--- src/rtl/pwm_pkg.sv ---
// Shared definitions for the PWM generator/capture pair.
package pwm_pkg;

  localparam int unsigned PWM_WIDTH   = 12;
  localparam int unsigned PWM_TIMEOUT = 8191;
  localparam int unsigned PWM_IDLE_W  = $clog2(PWM_TIMEOUT + 1);

  typedef enum logic [1:0] {
    StWaitRise,
    StHigh,
    StLow
  } pwm_state_e;

endpackage

--- src/rtl/pwm_sync_edge.sv ---
// Multi-flop synchronizer for an asynchronous input, with registered rise/fall strobes.
module pwm_sync_edge #(
  parameter int unsigned SYNC_STAGES = 2
) (
  input  logic clk,
  input  logic rst_n,
  input  logic d,
  output logic s,
  output logic rise,
  output logic fall
);

  logic [SYNC_STAGES-1:0] sync_q;
  logic                   s_d;

  assign s = sync_q[SYNC_STAGES-1];

  always_ff @(posedge clk or negedge rst_n) begin
    if (!rst_n) begin
      sync_q <= '0;
      s_d    <= 1'b0;
      rise   <= 1'b0;
      fall   <= 1'b0;
    end else begin
      sync_q <= {sync_q[SYNC_STAGES-2:0], d};
      s_d    <= s;
      rise   <= s & ~s_d;
      fall   <= ~s & s_d;
    end
  end

endmodule

--- src/rtl/pwm_capture.sv ---
// Measures an incoming PWM waveform: high time and rise-to-rise period in clk cycles,
// with saturation and stuck-input detection.
module pwm_capture
  import pwm_pkg::*;
#(
  parameter int unsigned WIDTH       = PWM_WIDTH,
  parameter int unsigned SYNC_STAGES = 2,
  parameter int unsigned TIMEOUT     = PWM_TIMEOUT
) (
  input  logic             clk,
  input  logic             rst_n,
  input  logic             enable,
  input  logic             pwm_in,
  output logic [WIDTH-1:0] pw_out,
  output logic [WIDTH:0]   period_out,
  output logic             valid,
  output logic             overflow,
  output logic             stuck_high,
  output logic             stuck_low
);

  localparam int unsigned IdleW = $clog2(TIMEOUT + 1);
  localparam logic [WIDTH-1:0] HiMax   = '1;
  localparam logic [WIDTH:0]   PerMax  = '1;
  localparam logic [IdleW-1:0] IdleMax = '1;
  localparam logic [IdleW-1:0] IdleLast = IdleW'(TIMEOUT - 1);

  logic             s, rise, fall;
  pwm_state_e       state_q;
  logic [WIDTH-1:0] hi_q, hi_inc;
  logic [WIDTH:0]   per_q, per_inc;
  logic [IdleW-1:0] idle_q, idle_inc;
  logic             edge_seen, timeout;

  pwm_sync_edge #(
    .SYNC_STAGES(SYNC_STAGES)
  ) u_sync_edge (
    .clk  (clk),
    .rst_n(rst_n),
    .d    (pwm_in),
    .s    (s),
    .rise (rise),
    .fall (fall)
  );

  always_comb begin
    hi_inc    = (hi_q == HiMax) ? hi_q : hi_q + 1'b1;
    per_inc   = (per_q == PerMax) ? per_q : per_q + 1'b1;
    idle_inc  = (idle_q == IdleMax) ? idle_q : idle_q + 1'b1;
    edge_seen = rise | fall;
    // An edge landing on the timeout cycle takes priority.
    timeout   = ~edge_seen & (idle_q >= IdleLast);
  end

  always_ff @(posedge clk or negedge rst_n) begin
    if (!rst_n) begin
      state_q    <= StWaitRise;
      hi_q       <= '0;
      per_q      <= '0;
      idle_q     <= '0;
      pw_out     <= '0;
      period_out <= '0;
      valid      <= 1'b0;
      overflow   <= 1'b0;
      stuck_high <= 1'b0;
      stuck_low  <= 1'b0;
    end else if (!enable) begin
      state_q    <= StWaitRise;
      hi_q       <= '0;
      per_q      <= '0;
      idle_q     <= '0;
      valid      <= 1'b0;
      stuck_high <= 1'b0;
      stuck_low  <= 1'b0;
    end else begin
      valid <= 1'b0;
      if (edge_seen) begin
        idle_q     <= '0;
        stuck_high <= 1'b0;
        stuck_low  <= 1'b0;
      end else begin
        idle_q <= idle_inc;
      end

      if (timeout) begin
        state_q    <= StWaitRise;
        hi_q       <= '0;
        per_q      <= '0;
        stuck_high <= s;
        stuck_low  <= ~s;
      end else begin
        unique case (state_q)
          StWaitRise: begin
            if (rise) begin
              state_q <= StHigh;
              hi_q    <= WIDTH'(1);
              per_q   <= (WIDTH + 1)'(1);
            end else begin
              hi_q  <= '0;
              per_q <= '0;
            end
          end
          StHigh: begin
            per_q <= per_inc;
            if (fall) state_q <= StLow;
            else      hi_q    <= hi_inc;
          end
          StLow: begin
            if (rise) begin
              pw_out     <= hi_q;
              period_out <= per_q;
              overflow   <= (hi_q == HiMax) | (per_q == PerMax);
              valid      <= 1'b1;
              state_q    <= StHigh;
              hi_q       <= WIDTH'(1);
              per_q      <= (WIDTH + 1)'(1);
            end else begin
              per_q <= per_inc;
            end
          end
          default: state_q <= StWaitRise;
        endcase
      end
    end
  end

endmodule

--- config.mk ---
export PLATFORM = sky130hd
export DESIGN_NAME = pwm_capture
export DESIGN_NICKNAME = d
export VERILOG_FILES = /design/src/rtl/pwm_pkg.sv /design/src/rtl/pwm_sync_edge.sv /design/src/rtl/pwm_capture.sv
export SDC_FILE = /design/constraint.sdc
export NUM_CORES = 1
export LEC_CHECK = 0
export CORE_ASPECT_RATIO = 0.6
export CORE_MARGIN = 2
export CORE_UTILIZATION = 42
export CTS_CLUSTER_DIAMETER = 100
export DETAILED_ROUTE_END_ITERATION = 6
export GPL_TIMING_DRIVEN = 0
export PLACE_DENSITY = 0.58
export SLEW_MARGIN = 20
export SYNTH_ARGS = -nofsm -noshare
export SYNTH_HDL_FRONTEND = slang
export SYNTH_HIERARCHICAL = 1
export SYNTH_SLANG_ARGS = --single-unit
--- constraint.sdc ---
create_clock -name clk -period 3.2 [get_ports clk]
set_input_delay 0.64 -clock clk [delete_from_list [all_inputs] [get_ports clk]]
set_output_delay 0.64 -clock clk [all_outputs]
set_load 0.02 [all_outputs]
==> results of run 1 <==
[flip-flops by register name (all words and copies together) (netlist names)]
| signal | count |
|---|---|
| period_out | 13 |
| u_sync_edge/s_d | 1 |
| state_q | 2 |
| hi_q | 12 |
| per_q | 13 |
| pw_out | 12 |
| u_sync_edge/sync_q | 2 |
| valid | 1 |
| idle_q | 13 |
| stuck_high | 1 |
| u_sync_edge/fall | 1 |
| overflow | 1 |
| u_sync_edge/rise | 1 |
| stuck_low | 1 |
[cells in the final DEF, fill, tap and decap left out, drive strengths merged, types with 3 or more instances in the layout]
cell	instances
dfrtp	74
clkdlybuf4s50	31
nand2	29
o21ai	29
nor2	26
a21oi	20
inv	19
mux2	19
nand3	16
clkbuf	14
nor3	11
or3	11
buf	10
nor4	9
ha	8
nand4	8
or4	6
a31oi	6
xnor2	5
o211ai	4
bufinv	4
or2	4
nor2b	3
mux2i	3
o41ai	3
[cell type report]
class | count | area [µm²]
Buffer | 13 | 73.8
Fill cell | 764 | 4000
Clock inverter | 6 | 130
Timing Repair Buffer | 33 | 338
Clock buffer | 9 | 225
Multi-Input combinational cell | 244 | 1600
Tap cell | 112 | 140
Sequential cell | 74 | 1850
Inverter | 19 | 71.3
[through the flow]
| step | setup TNS [ns] | std cells | cell area (µm²) | util (%) |
|---|---|---|---|---|
| finish | 0 | 510 | 4430 | 52.6 |
| global placement | -81.34 | 494 | 4060 | 48.2 |
| global route | 0 | 510 | 4430 | 52.6 |
| CTS | 0 | 510 | 4430 | 52.6 |
| floorplan | 0 | 350 | 3600 | - |
| detailed placement | 0 | 495 | 4080 | 48.4 |
[power by group]
| group | switching (µW) | total (µW) | internal (µW) |
|---|---|---|---|
| Clock | 383 | 1220 | 833 |
| Combinational | 78.4 | 123 | 44.3 |
| Sequential | 11.8 | 959 | 947 |
| Total | 474 | 2300 | 1820 |
[cell usage after synthesis, drive strengths merged]
cell type | n | share of area (%)
nor4 | 9 | 1.7
ha | 8 | 2.8
nor3b | 2 | 0.42
mux2i | 3 | 0.83
o2111ai | 1 | 0.42
xnor2 | 5 | 1.2
o31ai | 1 | 0.21
nand2 | 29 | 3.0
or2 | 4 | 0.77
a21o | 2 | 0.42
or4 | 6 | 1.3
o21ba | 2 | 0.56
a22o | 1 | 0.24
a41oi | 1 | 0.24
and2b | 1 | 0.24
a31o | 1 | 0.24
a211oi | 2 | 0.56
or3 | 11 | 1.9
nand2b | 2 | 0.35
nor2 | 26 | 2.8
or2b | 1 | 0.21
dfrtp | 74 | 51
o21ai | 29 | 4.0
a32o | 2 | 0.56
and4 | 1 | 0.24
xor2 | 1 | 0.24
mux2 | 19 | 5.9
inv | 19 | 2.0
o211ai | 4 | 0.83
and2 | 1 | 0.17
o41ai | 3 | 1.3
a21oi | 20 | 2.9
nand3 | 16 | 2.2
or3b | 1 | 0.24
nor3 | 11 | 1.5
nor2b | 3 | 0.52
buf | 8 | 1.5
nand4 | 8 | 2.0
clkbuf | 5 | 0.52
o22ai | 1 | 0.17
a31oi | 6 | 1.2
[metal layers]
metal / routed length, µm / global-route usage (%) / share of wire (%) / vias to the layer above
li1: - / - / - / 1351
met1: 4340 / 29.0 / 55 / 1289
met2: 3100 / 25.2 / 39 / 67
met3: 399 / 5.31 / 5.0 / 8
met4: 60 / 4.80 / 0.76 / 0
met5: 0 / 0 / 0 / -
[critical path, stage by stage]
cell and delay (ns):
clkdlybuf4s50_1 0.62, or3b_1 0.37, clkbuf_1 0.21, nor4_2 0.34, buf_2 0.28, nor3b_1 0.09, xnor2_1 0.16, nor2_1 0.05
[cells by family after synthesis]
kind of cell | Yosys count | synth area share (%)
XOR/XNOR | 6 | 1.46
buffers and inverters | 32 | 4.03
AO/OA/AOI/OAI | 76 | 13.8
AND/OR/NAND/NOR | 132 | 19.6
multiplexers | 22 | 6.78
adder cells (fa/ha/maj) | 8 | 2.78
flip-flops | 74 | 51.5
[worst paths after layout]
| kind | from | depth (start not counted) | end |
|---|---|---|---|
| max | enable | 8 | idle_q[6]$_DFFE_PN0P_ |
| min | rst_n | 1 | idle_q[6]$_DFFE_PN0P_ |
| max reg2reg | state_q[1]$_DFFE_PN0P_ | 8 | hi_q[5]$_DFFE_PN0P_ |
| min reg2reg | u_sync_edge/sync_q[0]$_DFF_PN0_ | 0 | u_sync_edge/sync_q[1]$_DFF_PN0_ |
| max in group asynchronous | rst_n | 2 | period_out[5]$_DFFE_PN0P_ |
| min in group clk | u_sync_edge/sync_q[0]$_DFF_PN0_ | 0 | u_sync_edge/sync_q[1]$_DFF_PN0_ |
==> flow_metrics.env, run 1 <==
export IMPL_status="completed"
export IMPL_numCtsBuffers=9
export IMPL_max_freq_mhz=391
export IMPL_design_core_area_um2=8430
export IMPL_n_antenna_cell=0
export IMPL_grt_total_usage_pct=18.6
export IMPL_vias=2715
export IMPL_h_tree_depth=3
export IMPL_tightest_slew_ns=0.921
export IMPL_drc_errors=0
export IMPL_drt_wirelength_per_cell_um=15.5
export IMPL_yosys_warnings=6
export IMPL_p_leak_uw=0.00183
export IMPL_cts_resized=0
export IMPL_setup_slack_ns=0.643
export IMPL_clock_sinks=74
export IMPL_max_clock_path_buffers=2
export IMPL_post_synth_cell_area_avg_um2=10.3
export IMPL_grt_ovfl_total=0
export IMPL_powerDensity_nw_per_um2=519
export IMPL_required_ns=3.40
export IMPL_die_y_um=75.7
export IMPL_routed_wirelength_um=7910
export IMPL_synth_cell_types=54
export IMPL_drt_iter0_drc=189
export IMPL_ctsRootBufferMaster="clkbuf_16"
export IMPL_hold_violations=0
export IMPL_vdd_drop_max_mv=0.297
export IMPL_fin_crit_sh_pct=79.9
export IMPL_ant_nets=0
export IMPL_portBuffers=32
export IMPL_total_power_uw=2300
export IMPL_clk_pin_slew_ns=0.05
export IMPL_grt_setup_unrepaired="false"
export IMPL_start_util_pct=42.7
export IMPL_end_kind="flip-flop"
export IMPL_crit_arrival_ns=2.75
export IMPL_row_count=26
export IMPL_period_needed_ns=2.56
export IMPL_clk_latency_ns=0.33
export IMPL_pin_count=33
export IMPL_drive_gt1_share_pct=15.1
export IMPL_hold_worst_slack_ns=0.254
export IMPL_syn_area_um2=3600
export IMPL_dp_hpwl_um=5550
export IMPL_antenna_found_initial=0
export IMPL_hold_buffers=0
export IMPL_maxSlewHeadroom_pct=38.1
export IMPL_worst_setup_path_type="in -> reg"
export IMPL_ff2ff_setup_slack_ns=0.80
export IMPL_cts_setup_buffers=0
export IMPL_routabilityCongestion=0.903
export IMPL_maxCapViolCount=0
export IMPL_drt_pass1_iter_count=4
export IMPL_grt_max_degree=43
export IMPL_setup_viol=0
export IMPL_drv_slew=0
export IMPL_vias_per_cell=5.32
export IMPL_synth_cells=350
export IMPL_dieArea_um2=9350
export IMPL_layout_nets=406
export IMPL_critPathLaunchType="input pin"
export IMPL_hold_path_class="in -> async"
export IMPL_pre_cts_slack_ns=0.360
export IMPL_grt_pass1_vias=2496
export IMPL_skew_ns=0.00774
export IMPL_die_w_um=123
export IMPL_crit_path_max_fanout=10
export IMPL_grt_pass1_wl_um=13000
export IMPL_yosysSeqAreaShare_pct=51.5
export IMPL_cts_tree="yes"
export IMPL_syn_nets=362
export IMPL_areaGrowthSynthToFinish_pct=23.2
export IMPL_synth_seq_cells=74
(Power assumes the default switching activity.)
==> inputs of run 2 (changes only) <==
==> constraint.sdc (replaced) <==
create_clock -name clk -period 2.6 [get_ports clk]
set_input_delay 0.52 -clock clk [delete_from_list [all_inputs] [get_ports clk]]
set_output_delay 0.52 -clock clk [all_outputs]
set_load 0.02 [all_outputs]
==> results of run 2 <==
Same layout as run 1 (identical final DEF). Status: completed.
Among the figures that moved: setup slack after placement 0.360 ns -> -0.120 ns; setup slack after layout 0.643 ns -> 0.163 ns; hold slack 0.254 ns -> 0.134 ns; register-to-register setup slack 0.80 ns -> 0.20 ns; total power 2300 µW -> 2830 µW; worst IR drop on VDD 0.297 mV -> 0.366 mV
==> inputs of run 3 (changes only) <==
--- a/config.mk
+++ b/config.mk
@@ -5,7 +5,8 @@
 export SDC_FILE = /design/constraint.sdc
 export NUM_CORES = 1
 export LEC_CHECK = 0
-export CORE_ASPECT_RATIO = 0.6
+export CAP_MARGIN = 20
+export CORE_ASPECT_RATIO = 0.8
 export CORE_MARGIN = 2
 export CORE_UTILIZATION = 42
 export CTS_CLUSTER_DIAMETER = 100
==> constraint.sdc (replaced) <==
create_clock -name clk -period 3 [get_ports clk]
set_input_delay 0.6 -clock clk [delete_from_list [all_inputs] [get_ports clk]]
set_output_delay 0.6 -clock clk [all_outputs]
set_load 0.02 [all_outputs]
==> run 3 against run 2 <==
- critical path depth is the same
- first-iteration DRC count shrank 8.5%
- non-clock buffer count is the same
- via count grew 0.77%
- flip-flop and latch count is the same
- worst setup slack gained 0.37 ns
- clock power shrank 31%
- clock skew grew 0.0025 ns
- count of clock-buffer cells in the layout grew 2
- global-route usage shrank 1.4 points
- die area shrank 0.21%
- register-to-register slack gained 0.34 ns
- critical path type unchanged
- critical endpoint is now idle_q[5]$_DFFE_PN0P_
- largest cell class unchanged
==> flow_metrics.env, run 3 (synthesized netlist as in run 1, its figures left out) <==
export IMPL_dr_wl_met2_um=3250
export IMPL_reg2reg_depth=8
export IMPL_required_ns=3.22
export IMPL_portBuffers=32
export IMPL_grt_setup_unrepaired="false"
export IMPL_drc_errors=0
export IMPL_numCtsBuffers=9
export IMPL_areaGrowthSynthToFinish_pct=20.7
export IMPL_ant_nets=0
export IMPL_max_freq_mhz=405
export IMPL_vias=2736
export IMPL_start_util_pct=42.8
export IMPL_final_common_cell="dfrtp_1"
export IMPL_end_kind="flip-flop"
export IMPL_hold_buffers=0
export IMPL_met1_length_um=3800
export IMPL_setup_viol=0
export IMPL_maxCapViolCount=0
export IMPL_cts_setup_buffers=0
export IMPL_critPathLaunchType="input pin"
export IMPL_h_tree_depth=3
export IMPL_antenna_found_initial=0
export IMPL_routed_wirelength_um=7470
export IMPL_dieArea_um2=9330
export IMPL_crit_arrival_ns=2.69
export IMPL_fin_crit_sh_pct=82.4
export IMPL_drive_gt1_share_pct=15.0
export IMPL_placed_cell_area_um2=4080
export IMPL_drt_iter0_drc=173
export IMPL_vdd_drop_max_mv=0.288
export IMPL_cts_resized=0
export IMPL_mostFrequentLayoutCells="dfrtp_1, clkdlybuf4s50_1, nand2_1"
export IMPL_final_area_um2=4340
export IMPL_routabilityCongestion=0.806
export IMPL_maxSlewHeadroom_pct=33.0
export IMPL_row_count=30
export IMPL_hold_violations=0
export IMPL_die_w_um=107
export IMPL_grt_pass1_wl_um=12600
export IMPL_n_antenna_cell=0
export IMPL_total_power_uw=2180
export IMPL_met3_length_um=343
export IMPL_period_needed_ns=2.47
export IMPL_tightest_slew_ns=0.997
export IMPL_r2r_start="idle_q[0]$_DFFE_PN0P_"
export IMPL_clock_sinks=74
export IMPL_grt_pass1_vias=2624
export IMPL_grt_max_degree=42
export IMPL_dp_cells=495
export IMPL_clk_latency_ns=0.35
export IMPL_crit_path_max_fanout=10
export IMPL_grt_ovfl_total=0
export IMPL_drt_pass1_iter_count=4
export IMPL_layout_nets=406
export IMPL_pin_count=33
export IMPL_ff2ff_setup_slack_ns=0.54
export IMPL_cts_tree="yes"
export IMPL_max_clock_path_buffers=2
export IMPL_die_y_um=86.8
export IMPL_p_leak_uw=0.00179
export IMPL_status="completed"
export IMPL_skew_ns=0.0102
export IMPL_drt_wirelength_per_cell_um=14.6
export IMPL_vias_per_cell=5.35
export IMPL_ctsRootBufferMaster="clkbuf_8"
export IMPL_r2r_end="hi_q[7]$_DFFE_PN0P_"
export IMPL_hold_path_class="in -> async"
export IMPL_grt_total_usage_pct=17.2
export IMPL_fillers=799
export IMPL_design_core_area_um2=8410
export IMPL_reg_top3="idle_q (13), per_q (13), period_out (13)"
export IMPL_drv_slew=0
export IMPL_highest_layer="met4"
export IMPL_dp_hpwl_um=5150
export IMPL_clk_pin_slew_ns=0.08
export IMPL_powerDensity_nw_per_um2=502
export IMPL_worst_setup_path_type="in -> reg"
export IMPL_layoutNonFillerInstCount=511
export IMPL_finalSetupTns_ns=0
-- run 3: metrics by stage --
stage	hold WS [ns]	setup WS (ns)	util (%)
after floorplan	0.304	0.850	-
final	0.189	0.529	51.6
after detailed placement	0.336	0.180	48.5
after CTS	0.205	0.540	51.6
after global routing	0.222	0.385	51.6
after global placement	0.333	-1.31	48.3
-- run 3: critical path, cell delays in order --
cell             delay, ns
clkdlybuf4s50_1       0.61
or3b_1                0.37
clkbuf_1              0.21
nor4_2                0.33
buf_2                 0.28
nor3_1                0.10
xnor2_1               0.14
nor2_1                0.05
-- run 3: where the power goes --
part | switching (µW) | internal (µW) | leakage, µW
clock | 368 | 659 | 0.000134
sequential | 12.7 | 1010 | 0.00102
combinational | 82.7 | 47.3 | 0.000636
total | 463 | 1710 | 0.00179
-- run 3: final cells by class --
cell class | count | area, µm² | area share (%)
plain buffers | 13 | 73.8 | 1.70
well taps | 112 | 140 | 3.23
flip-flops and latches | 74 | 1850 | 42.7
repair buffers | 33 | 338 | 7.78
clock buffers | 11 | 141 | 3.26
multi-input cells | 244 | 1600 | 36.9
inverters | 19 | 71.3 | 1.64
clock inverters | 5 | 125 | 2.88
-- run 3: metal layers --
layer	vias to the layer above	global-route usage (%)
li1	1345	-
met5	-	0
met3	12	5.26
met1	1335	24.5
met4	0	4.08
met2	44	26.0
-- run 3: how the worst max path moves through the flow --
stage,endpoint,start,slack [ns],depth (start not counted)
2_1_floorplan,hi_q[10]$_DFFE_PN0P_,state_q[0]$_DFFE_PN0P_,0.85,8
5_1_grt,idle_q[6]$_DFFE_PN0P_,enable,0.38,8
3_5_place_dp,idle_q[7]$_DFFE_PN0P_,enable,0.18,8
3_3_place_gp,hi_q[1]$_DFFE_PN0P_,rst_n,-1.31,1
6_report,idle_q[5]$_DFFE_PN0P_,enable,0.53,8
4_1_cts,idle_q[9]$_DFFE_PN0P_,enable,0.54,8
